File: config.mk
export PLATFORM = sky130hd
export DESIGN_NAME = ras_ctrl_flat
export DESIGN_NICKNAME = d
export VERILOG_FILES = /design/src/rtl/ras_ctrl_pkg.sv /design/src/rtl/ras_ctrl_if.sv /design/src/rtl/ras_stack.sv /design/src/rtl/ras_ctrl.sv /design/src/flat_wrapper.sv
export SDC_FILE = /design/constraint.sdc
export NUM_CORES = 2
export LEC_CHECK = 0
export CAP_MARGIN = 5
export CORE_MARGIN = 3
export CORE_UTILIZATION = 55
export DETAILED_ROUTE_END_ITERATION = 10
export GPL_TIMING_DRIVEN = 1
export HOLD_SLACK_MARGIN = 0.02
export PLACE_DENSITY = 0.73
export SYNTH_ARGS = -nofsm -noshare
export SYNTH_HDL_FRONTEND = slang
export SYNTH_SLANG_ARGS = --single-unit
File: constraint.sdc
create_clock -name clk_i -period 5.4 [get_ports clk_i]
set_input_delay 1.35 -clock clk_i [delete_from_list [all_inputs] [get_ports clk_i]]
set_output_delay 1.35 -clock clk_i [all_outputs]
set_load 0.1 [all_outputs]
File: src/rtl/ras_ctrl_pkg.sv
// Shared fetch-unit definitions for the return-address stack: RASCTL encodings,
// default geometry and the return-address helper used by decoder and controller.
package ras_ctrl_pkg;

  localparam int RAS_DEPTH = 16;
  localparam int RAS_PTR_W = $clog2(RAS_DEPTH);
  localparam int RAS_CNT_W = RAS_PTR_W + 1;
  localparam int RAS_ADDR_W = 64;

  typedef enum logic [1:0] {
    RAS_NONE    = 2'b00,
    RAS_PUSH    = 2'b01,
    RAS_POP     = 2'b10,
    RAS_POPPUSH = 2'b11
  } rasctl_e;

  // Calls are fixed 4-byte instructions; the carry out of bit 63 is dropped.
  function automatic logic [RAS_ADDR_W-1:0] ras_ret_addr(input logic [RAS_ADDR_W-1:0] pc);
    return pc + RAS_ADDR_W'(4);
  endfunction

endpackage

File: src/rtl/ras_ctrl_if.sv
// F1 decoder / back-end recovery bundle into the RAS controller, plus the
// prediction and checkpoint outputs returned to fetch.
interface ras_ctrl_if
  import ras_ctrl_pkg::*;
#(
  parameter int PTR_W = RAS_PTR_W,
  parameter int CNT_W = RAS_CNT_W
);

  logic                  brdec_brext_f1_i;
  logic [1:0]            brdec_rasctl_f1_i;
  logic [RAS_ADDR_W-1:0] brdec_rasdat_f1_i;
  logic                  flush_vld_i;
  logic                  rcv_vld_i;
  logic [PTR_W-1:0]      rcv_tos_i;
  logic [CNT_W-1:0]      rcv_cnt_i;
  logic [RAS_ADDR_W-1:0] ras_pcdata_f0_o;
  logic                  ras_empty_o;
  logic [PTR_W-1:0]      ras_tos_f1_o;
  logic [CNT_W-1:0]      ras_cnt_f1_o;

  modport master (
    output brdec_brext_f1_i,
    output brdec_rasctl_f1_i,
    output brdec_rasdat_f1_i,
    output flush_vld_i,
    output rcv_vld_i,
    output rcv_tos_i,
    output rcv_cnt_i,
    input  ras_pcdata_f0_o,
    input  ras_empty_o,
    input  ras_tos_f1_o,
    input  ras_cnt_f1_o
  );

  modport slave (
    input  brdec_brext_f1_i,
    input  brdec_rasctl_f1_i,
    input  brdec_rasdat_f1_i,
    input  flush_vld_i,
    input  rcv_vld_i,
    input  rcv_tos_i,
    input  rcv_cnt_i,
    output ras_pcdata_f0_o,
    output ras_empty_o,
    output ras_tos_f1_o,
    output ras_cnt_f1_o
  );

endinterface

File: src/rtl/ras_stack.sv
// Return-address register file: one synchronous write port, one asynchronous
// read port, synchronous reset of every entry to zero.
module ras_stack
  import ras_ctrl_pkg::*;
#(
  parameter int DEPTH  = RAS_DEPTH,
  parameter int IDX_W  = RAS_PTR_W,
  parameter int DATA_W = RAS_ADDR_W
) (
  input  logic              clk_i,
  input  logic              rst_i,
  input  logic              wr_en_i,
  input  logic [IDX_W-1:0]  wr_idx_i,
  input  logic [DATA_W-1:0] wr_data_i,
  input  logic [IDX_W-1:0]  rd_idx_i,
  output logic [DATA_W-1:0] rd_data_o
);

  logic [DATA_W-1:0] mem_q [DEPTH];
  logic [DATA_W-1:0] mem_d [DEPTH];

  always_comb begin
    mem_d = mem_q;
    if (wr_en_i) begin
      mem_d[wr_idx_i] = wr_data_i;
    end
  end

  always_ff @(posedge clk_i) begin
    if (rst_i) begin
      mem_q <= '{default: '0};
    end else begin
      mem_q <= mem_d;
    end
  end

  assign rd_data_o = mem_q[rd_idx_i];

endmodule

File: src/rtl/ras_ctrl.sv
// Return-address-stack controller: circular stack of predicted return addresses
// with per-bundle tos/cnt checkpoints and checkpoint restore on recovery.
module ras_ctrl
  import ras_ctrl_pkg::*;
#(
  parameter int DEPTH = RAS_DEPTH,
  parameter int PTR_W = RAS_PTR_W,
  parameter int CNT_W = RAS_CNT_W
) (
  input  logic     clk_i,
  input  logic     rst_i,
  ras_ctrl_if.slave bus
);

  logic [PTR_W-1:0]      tos_q, tos_d;
  logic [CNT_W-1:0]      cnt_q, cnt_d;
  logic                  wr_en;
  logic [PTR_W-1:0]      wr_idx;
  logic [RAS_ADDR_W-1:0] ret_addr;
  logic [RAS_ADDR_W-1:0] top_data;
  logic                  upd_en;
  logic                  cnt_zero;
  logic                  cnt_full;
  rasctl_e               op;

  assign ret_addr = ras_ret_addr(bus.brdec_rasdat_f1_i);
  assign op       = rasctl_e'(bus.brdec_rasctl_f1_i);
  assign cnt_zero = (cnt_q == '0);
  assign cnt_full = (cnt_q == CNT_W'(DEPTH));
  assign upd_en   = bus.brdec_brext_f1_i & ~bus.flush_vld_i & ~bus.rcv_vld_i;

  // Recovery outranks flush, which outranks the F1 update; reset is applied in the flops.
  always_comb begin
    tos_d  = tos_q;
    cnt_d  = cnt_q;
    wr_en  = 1'b0;
    wr_idx = tos_q;
    if (bus.rcv_vld_i) begin
      tos_d = bus.rcv_tos_i;
      cnt_d = bus.rcv_cnt_i;
    end else if (upd_en) begin
      case (op)
        RAS_PUSH: begin
          tos_d  = tos_q + PTR_W'(1);
          wr_en  = 1'b1;
          wr_idx = tos_q + PTR_W'(1);
          cnt_d  = cnt_full ? cnt_q : cnt_q + CNT_W'(1);
        end
        RAS_POP: begin
          if (!cnt_zero) begin
            tos_d = tos_q - PTR_W'(1);
            cnt_d = cnt_q - CNT_W'(1);
          end
        end
        RAS_POPPUSH: begin
          wr_en = 1'b1;
          cnt_d = cnt_zero ? CNT_W'(1) : cnt_q;
        end
        default: begin
          tos_d = tos_q;
          cnt_d = cnt_q;
        end
      endcase
    end
  end

  always_ff @(posedge clk_i) begin
    if (rst_i) begin
      tos_q <= '0;
      cnt_q <= '0;
    end else begin
      tos_q <= tos_d;
      cnt_q <= cnt_d;
    end
  end

  ras_stack #(
    .DEPTH  (DEPTH),
    .IDX_W  (PTR_W),
    .DATA_W (RAS_ADDR_W)
  ) u_stack (
    .clk_i     (clk_i),
    .rst_i     (rst_i),
    .wr_en_i   (wr_en),
    .wr_idx_i  (wr_idx),
    .wr_data_i (ret_addr),
    .rd_idx_i  (tos_q),
    .rd_data_o (top_data)
  );

  // Stale entries stay in the array after pops, so an empty stack must mask the read.
  assign bus.ras_pcdata_f0_o = cnt_zero ? '0 : top_data;
  assign bus.ras_empty_o     = cnt_zero;
  assign bus.ras_tos_f1_o    = tos_q;
  assign bus.ras_cnt_f1_o    = cnt_q;

endmodule

File: src/flat_wrapper.sv
// flat-port wrapper written by rule: the top's interface ports become plain ports
module ras_ctrl_flat import ras_ctrl_pkg::*;
#(
  parameter int DEPTH = RAS_DEPTH,
  parameter int PTR_W = RAS_PTR_W,
  parameter int CNT_W = RAS_CNT_W
)
  (clk_i, rst_i, bus_brdec_brext_f1_i, bus_brdec_rasctl_f1_i, bus_brdec_rasdat_f1_i, bus_flush_vld_i, bus_rcv_vld_i, bus_rcv_tos_i, bus_rcv_cnt_i, bus_ras_pcdata_f0_o, bus_ras_empty_o, bus_ras_tos_f1_o, bus_ras_cnt_f1_o);
  ras_ctrl_if #(.PTR_W(PTR_W), .CNT_W(CNT_W)) bus_i ();
  input  logic clk_i;
  input  logic rst_i;
  input wire logic [$bits(bus_i.brdec_brext_f1_i)-1:0] bus_brdec_brext_f1_i;
  input wire logic [$bits(bus_i.brdec_rasctl_f1_i)-1:0] bus_brdec_rasctl_f1_i;
  input wire logic [$bits(bus_i.brdec_rasdat_f1_i)-1:0] bus_brdec_rasdat_f1_i;
  input wire logic [$bits(bus_i.flush_vld_i)-1:0] bus_flush_vld_i;
  input wire logic [$bits(bus_i.rcv_vld_i)-1:0] bus_rcv_vld_i;
  input wire logic [$bits(bus_i.rcv_tos_i)-1:0] bus_rcv_tos_i;
  input wire logic [$bits(bus_i.rcv_cnt_i)-1:0] bus_rcv_cnt_i;
  output wire logic [$bits(bus_i.ras_pcdata_f0_o)-1:0] bus_ras_pcdata_f0_o;
  output wire logic [$bits(bus_i.ras_empty_o)-1:0] bus_ras_empty_o;
  output wire logic [$bits(bus_i.ras_tos_f1_o)-1:0] bus_ras_tos_f1_o;
  output wire logic [$bits(bus_i.ras_cnt_f1_o)-1:0] bus_ras_cnt_f1_o;
  assign bus_i.brdec_brext_f1_i = bus_brdec_brext_f1_i;
  assign bus_i.brdec_rasctl_f1_i = bus_brdec_rasctl_f1_i;
  assign bus_i.brdec_rasdat_f1_i = bus_brdec_rasdat_f1_i;
  assign bus_i.flush_vld_i = bus_flush_vld_i;
  assign bus_i.rcv_vld_i = bus_rcv_vld_i;
  assign bus_i.rcv_tos_i = bus_rcv_tos_i;
  assign bus_i.rcv_cnt_i = bus_rcv_cnt_i;
  assign bus_ras_pcdata_f0_o = bus_i.ras_pcdata_f0_o;
  assign bus_ras_empty_o = bus_i.ras_empty_o;
  assign bus_ras_tos_f1_o = bus_i.ras_tos_f1_o;
  assign bus_ras_cnt_f1_o = bus_i.ras_cnt_f1_o;
  ras_ctrl #(.DEPTH(DEPTH), .PTR_W(PTR_W), .CNT_W(CNT_W)) u_core (.clk_i(clk_i), .rst_i(rst_i), .bus(bus_i));
endmodule
# Word level (Yosys, flattened, before mapping)
# Index checks and enable logic that the tools add are counted.
[totals]
rom_bits = 0
latch_bits = 0
ramBits = 0
register_bits = 1033
elab_cells = 70
memories = 0
inputBits = 80
[classes]
multipliers = 0
shifts = 0
n_reduce_logical = 8
muxes = 23
n_lt_le_gt_ge = 3
eq_ne = 7
addsub = 5
bitwise_logic = 6
n_div = 0
[op_table]
columns = ["operator", "n"]
rows = [
  ["1024-bit bitwise mux", 1],
  ["64-bit binary-select mux with 4-bit select", 1],
  ["64-bit demux with 4-bit select", 1],
  ["64-bit 2-to-1 mux", 4],
  ["64-bit by 3-bit adder with 64-bit output, second input constant", 1],
  ["5-bit 2-to-1 mux", 5],
  ["4-bit 2-to-1 mux", 6],
  ["5-bit one-hot mux with 3 select lines", 1],
  ["5-bit >= comparator, second input constant", 2],
  ["4-bit inverter with 5-bit output", 2],
  ["4-bit one-hot mux with 2 select lines", 1],
  ["3-bit inequality test, second input constant", 2],
  ["5-bit by 1-bit adder with 5-bit output, second input constant", 1],
  ["5-bit == test, second input constant", 1],
  ["5-bit logical NOT", 1],
  ["5-bit by 1-bit less-than comparator with 1-bit output, second input constant", 1],
  ["5-bit AND reduction", 1],
  ["5-bit by 1-bit subtractor with 5-bit output, second input constant", 1],
  ["4-bit by 1-bit adder with 4-bit output, second input constant", 1],
  ["2-bit == test, second input constant", 2],
  ["4-bit nonzero test", 1],
  ["4-bit by 1-bit subtractor with 4-bit output, second input constant", 1],
  ["1-bit 2-to-1 mux", 3],
  ["3-bit by 2-bit inequality test with 1-bit output, second input constant", 1],
  ["other kinds (8)", 10],
]

# Depth between registers and ports, before layout
[depth]
depth_word = 11
depth_mapped = 15
depth_no_buf = 8

# By module
# From an unflattened synthesis, not the netlist that was laid out.
[unflattened]
cells_unflattened = 5718
hier_area_um2 = 48839.3
[by_module_without_submodules]
columns = ["mod", "seq_area_each_um2", "area_per_inst_um2", "cells_each", "n_inst"]
rows = [
  ["ras_stack", 20499.7, 46364.5, 5353, 1],
  ["ras_ctrl", 180.2, 2474.9, 365, 1],
]

# Worst setup path before layout
# No wires, ideal clock.
[synth_timing]
path_type = "register -> output"
startpoint = "register u_core.tos_q[0], in the netlist u_core.bus.ras_tos_f1_o[0]"
endpoint = "output port bus_ras_pcdata_f0_o[10]"
path_stages_with_launch = 9
setup_slack_ns = -0.368
arrival_time_ns = 4.418
cell_sequence = "dfxtp_1 buf_2 clkbuf_1 buf_2 buf_1 clkbuf_1 mux4_2 mux4_2 nor2b_1"
[synth_via]
elab_chain_len = 5
[synth_lines]
columns = ["item", "line_no", "text"]
rows = [
  ["start: declaration", "ras_ctrl.sv:15", "logic [PTR_W-1:0] tos_q, tos_d;"],
  ["start signal: assignment", "ras_ctrl.sv:72", "tos_q <= tos_d;"],
  ["4-bit inverter with 5-bit output (not written as such)", "ras_stack.sv:37", "assign rd_data_o = mem_q[rd_idx_i];"],
  ["64-bit binary-select mux with 4-bit select", "ras_stack.sv:37", ""],
  ["64-bit 2-to-1 mux (not written as such) (2 in series)", "ras_stack.sv:37", ""],
  ["64-bit 2-to-1 mux", "ras_ctrl.sv:92", "assign bus.ras_pcdata_f0_o = cnt_zero ? '0 : top_data;"],
  ["end: declaration", "flat_wrapper.sv:19", "output wire logic [$bits(bus_i.ras_pcdata_f0_o)-1:0] bus_ras_pcdata_f0_o;"],
]
# No other way between the ends. The select of a mux whose other input is x is not followed.

# Worst setup path after layout
[layout_timing]
startpoint = "register u_core.tos_q[0], in the netlist u_core.bus.ras_tos_f1_o[0]"
endpoint = "output port bus_ras_pcdata_f0_o[33]"
# The elaborated chain is that of the path after synthesis.

==> impl_results.md <==
- Placed inst area: 0.04716 sq mm
- Peak VDD IR: 0.2834 mV
- Yosys Warn Count: 0
- Crit-path max FO: 87
- Cells after Synth: 4,511
- Remaining global-route overflow: 0
- Max Freq: 202.9 MHz
- Vias in the first global route: between 30,000 and 40,000
- Unrepaired setup endpoints after global routing: false
- Layout area overhead: 13.37%
- Largest buffer count on any clock path: 3
- Synth Cell Area: approximately 0.045 sq mm
- DR pass1 iterations: 7
- DR vias/cell: 6.519
- Syn_area_per_cell: 9.909 sq um
- Die X: 291.1 microns
- Shortest period the worst path allows: 4.928 ns
- Clk sinks: 1,033
- Largest net degree at the start of global routing: around 170
- Final hold violations: 0
- Final net count: 4,485
- # rows: 103
- Worst path most repeated cell: mux4_2
- Clock skew: between 0.02 and 0.025 ns
- Die height: around 290 microns
- Final setup violation count: 0
- Worst Path Required: between 4 and 5 ns
- Worst skew pair latency: 0.67 ns
- Cts repair resizes: 0
- Tightest Pin Transition: 1.400 ns
- Yosys cell types: 60
- Drt drc: 0
- Critical path arrival: 3.58 ns
- Root Buffer: clkbuf_16
- Worst path bufs/invs: 2
- H-tree lvl count: 3
- Starting density of the core: 56.03%
- Routability cong.: approximately 0.92
- Largest stage delay, worst path: 0.64 ns
- Post-synth EDFFs: 0
- Pwr dens: 318.7 mW/mm^2
- Slowest CP cell: dfxtp_4
- CP delay by family, top: multiplexers
- Drt wl/cell: 23.11 microns
- Final hold slack: around 0.45 ns
- Vias: 36,091
- Design Area, Final: 0.05068 sq mm
- Slew Limit Fails: 0
- CP cell instances: buf_12 -> mux4_2 -> mux4_2 -> nor2b_1 -> buf_4
- CTS tree: done
- I/O Buffers: between 150 and 200
- Critical Setup Path Class: flip-flop to output pin
- FF+latch count, synth: slightly above 1,000
- Initial antenna violation count: 4
- Min-delay worst type: flip-flop to flip-flop
- Setup crit end kind: output pin
- Placed Instances: 5,345
- Post-Synthesis Net Count: 4,596
- Antenna viol nets, final: 0
- IO Pins: between 150 and 200
- Leak: around 17 nW
- Final core utilization: 63.53%
- Aggregate global-route resource usage: between 20 and 30%
- Final wirelength: about 130 mm
- Non-Filler Instances: 5,536
- Crit path launch type: flip-flop
- Core Area: 0.07977 sq mm
- Max Cap Viol: 0
- Total CTS buffers: 102
- Status: completed
- Rel. slew slack: under 10%
- Post-CTS Setup Inserts: 0
- Post-synthesis sequential area ratio: a little under half
- Setup TNS: 0 ns
- Layout cell share with drive strength beyond 1: 17.31%
- Initial DRC Count: 3,858
- Post-DP HPWL: between 70 and 80 mm
- Final period utilization: 91.26%
- Ys async rst share: 0%
- Synth Flop Type: dfxtp_1
- Post-CTS Hold Fix Bufs: 0
- Die ar.: 0.08473 sq mm
- First-pass GRT wire length: 199.5 mm
- Clock-pin slew on the worst setup and hold paths: around 0.060 ns
==> per-stage QoR <==
step | setup slack (ns) | power (W)
3_3_place_gp | 0.7730 | 0.008971
2_1_floorplan | 0.09701 | 0.008604
3_5_place_dp | 0.6939 | 0.008976
4_1_cts | 0.4160 | 0.01622
6_report | 0.4720 | 0.01615
5_1_grt | 0.3189 | 0.01661
==> Yosys cell counts, drive strengths merged, types with 2 or more instances <==
| library cell | count | area (sq um) |
|---|---|---|
| buf | 53 | 252.7 |
| nand4 | 21 | 137.6 |
| a211oi | 498 | 3739 |
| nor2 | 512 | 1922 |
| mux2i | 5 | 50.05 |
| o21a | 9 | 67.56 |
| o221ai | 2 | 17.52 |
| and2 | 3 | 18.77 |
| o211ai | 8 | 60.06 |
| nand4bb | 4 | 45.04 |
| nand2 | 141 | 529.3 |
| xor2 | 21 | 183.9 |
| nand2b | 4 | 25.02 |
| or3 | 9 | 56.30 |
| clkbuf | 471 | 1768 |
| o211a | 8 | 80.08 |
| nand3 | 28 | 140.1 |
| mux4 | 320 | 7207 |
| o21bai | 2 | 15.01 |
| nor2b | 66 | 412.9 |
| nand4b | 4 | 35.03 |
| inv | 13 | 48.80 |
| and4 | 55 | 481.7 |
| o21ai | 558 | 2793 |
| xnor2 | 31 | 271.5 |
| nor3 | 11 | 55.05 |
| dfxtp | 1033 | 20680 |
| ha | 5 | 62.56 |
| o31ai | 3 | 27.52 |
| or2 | 2 | 12.51 |
| nand3b | 6 | 45.04 |
| or4b | 2 | 20.02 |
| a21oi | 384 | 1922 |
| or3b | 4 | 35.03 |
| and3 | 8 | 50.05 |
| nor4 | 21 | 143.9 |
| a31oi | 164 | 1097 |
| or4 | 12 | 97.59 |
==> cell families (layout without fill, tap and decap cells) <==
| family | after synthesis | in the layout | share of synthesized area, % |
|---|---|---|---|
| simple gates | 915 | 915 | 9.584 |
| compound gates | 1644 | 1644 | 22.13 |
| xor+xnor | 52 | 52 | 1.019 |
| mux | 325 | 325 | 16.24 |
| other cells | 0 | 2 | 0 |
| flops | 1033 | 1033 | 46.26 |
| fa+ha+maj | 5 | 5 | 0.1400 |
| buf+inv | 537 | 510 | 4.630 |
==> sequential cells by signal, indices dropped and copies added (netlist names) <==
| register | flops |
|---|---|
| u_core.bus.ras_tos_f1_o | 4 |
| u_core.u_stack.mem_q | 1024 |
| u_core.bus.ras_cnt_f1_o | 5 |
==> per-layer routing <==
layer	routed length, microns	vias to the layer above	track usage, %
met3	9524	284	4.707
met5	13	-	0
li1	-	16662	-
met2	60290	1504	46.70
met1	53470	17639	40.39
met4	4667	2	11.28
==> area by class of cell <==
type | instances | area, sq um
timing repair buffer | 309 | 2970
multi-input combinational | 2941 | 22130
clock buffer | 151 | 3079
inverter | 13 | 56.30
antenna | 2 | 5.005
sequential | 1033 | 20690
fill | 6304 | 29100
tap | 1050 | 1314
clock inverter | 37 | 429.2
==> worst min-delay path, cell delays in order, from the launching register on <==
cell	delay [ns]
dfxtp_1	0.31
nand2_1	0.05
a21oi_1	0.05
==> final timing paths <==
kind,start,end,slack (ns),cells after the start
worst max-delay path,u_core.bus.ras_tos_f1_o[0],bus_ras_pcdata_f0_o[33],0.47,5
worst max register to register,u_core.bus.ras_tos_f1_o[1],u_core.u_stack.mem_q[593],1.58,8
worst min register to register,u_core.u_stack.mem_q[3],u_core.u_stack.mem_q[3],0.45,2
worst min-delay path,u_core.u_stack.mem_q[3],u_core.u_stack.mem_q[3],0.45,2
==> cell usage in the layout, fill, tap and decap left out, types with 5 or more instances in the layout <==
cell type        synthesis  final
buf_4                    1    187
mux4_2                 320    320
nor4_1                  19     17
o21ai_0                546    546
nand4_1                 20     20
and4_1                  55     55
o211a_4                  0      8
or4_1                   10     10
bufinv_16                0      7
xor2_1                  21     21
clkbuf_1               471     17
ha_1                     5      5
and3_1                   8      8
clkdlybuf4s50_1          0     87
a211oi_1               498    498
o211ai_1                 8      8
dfxtp_1               1033   1029
nor3_1                  11     11
mux2i_1                  5      5
buf_12                   0     34
inv_1                   13     12
o21ai_1                 12     12
a21oi_1                384    384
nand3b_1                 6      6
o21a_4                   0      8
nor2b_1                 66     53
a31oi_2                  9      9
clkinv_2                 0     22
or3_1                    9      9
a31oi_1                154    154
clkbuf_16                0    104
clkbuf_8                 0     30
nand2_1                141    141
nand3_1                 28     28
xnor2_1                 31     31
nor2b_2                  0     13
nor2_1                 512    511
==> power by group <==
part	switching [W]	total, W	internal (W)	leakage [nW]
clock	0.00305	0.00733	0.00429	1.75
combinational	0.000727	0.00110	0.000370	6.68
sequential	0.0000544	0.00772	0.00766	8.33
total	0.00383	0.0162	0.0123	16.8
No activity file was read; power rests on OpenSTA's default activity.
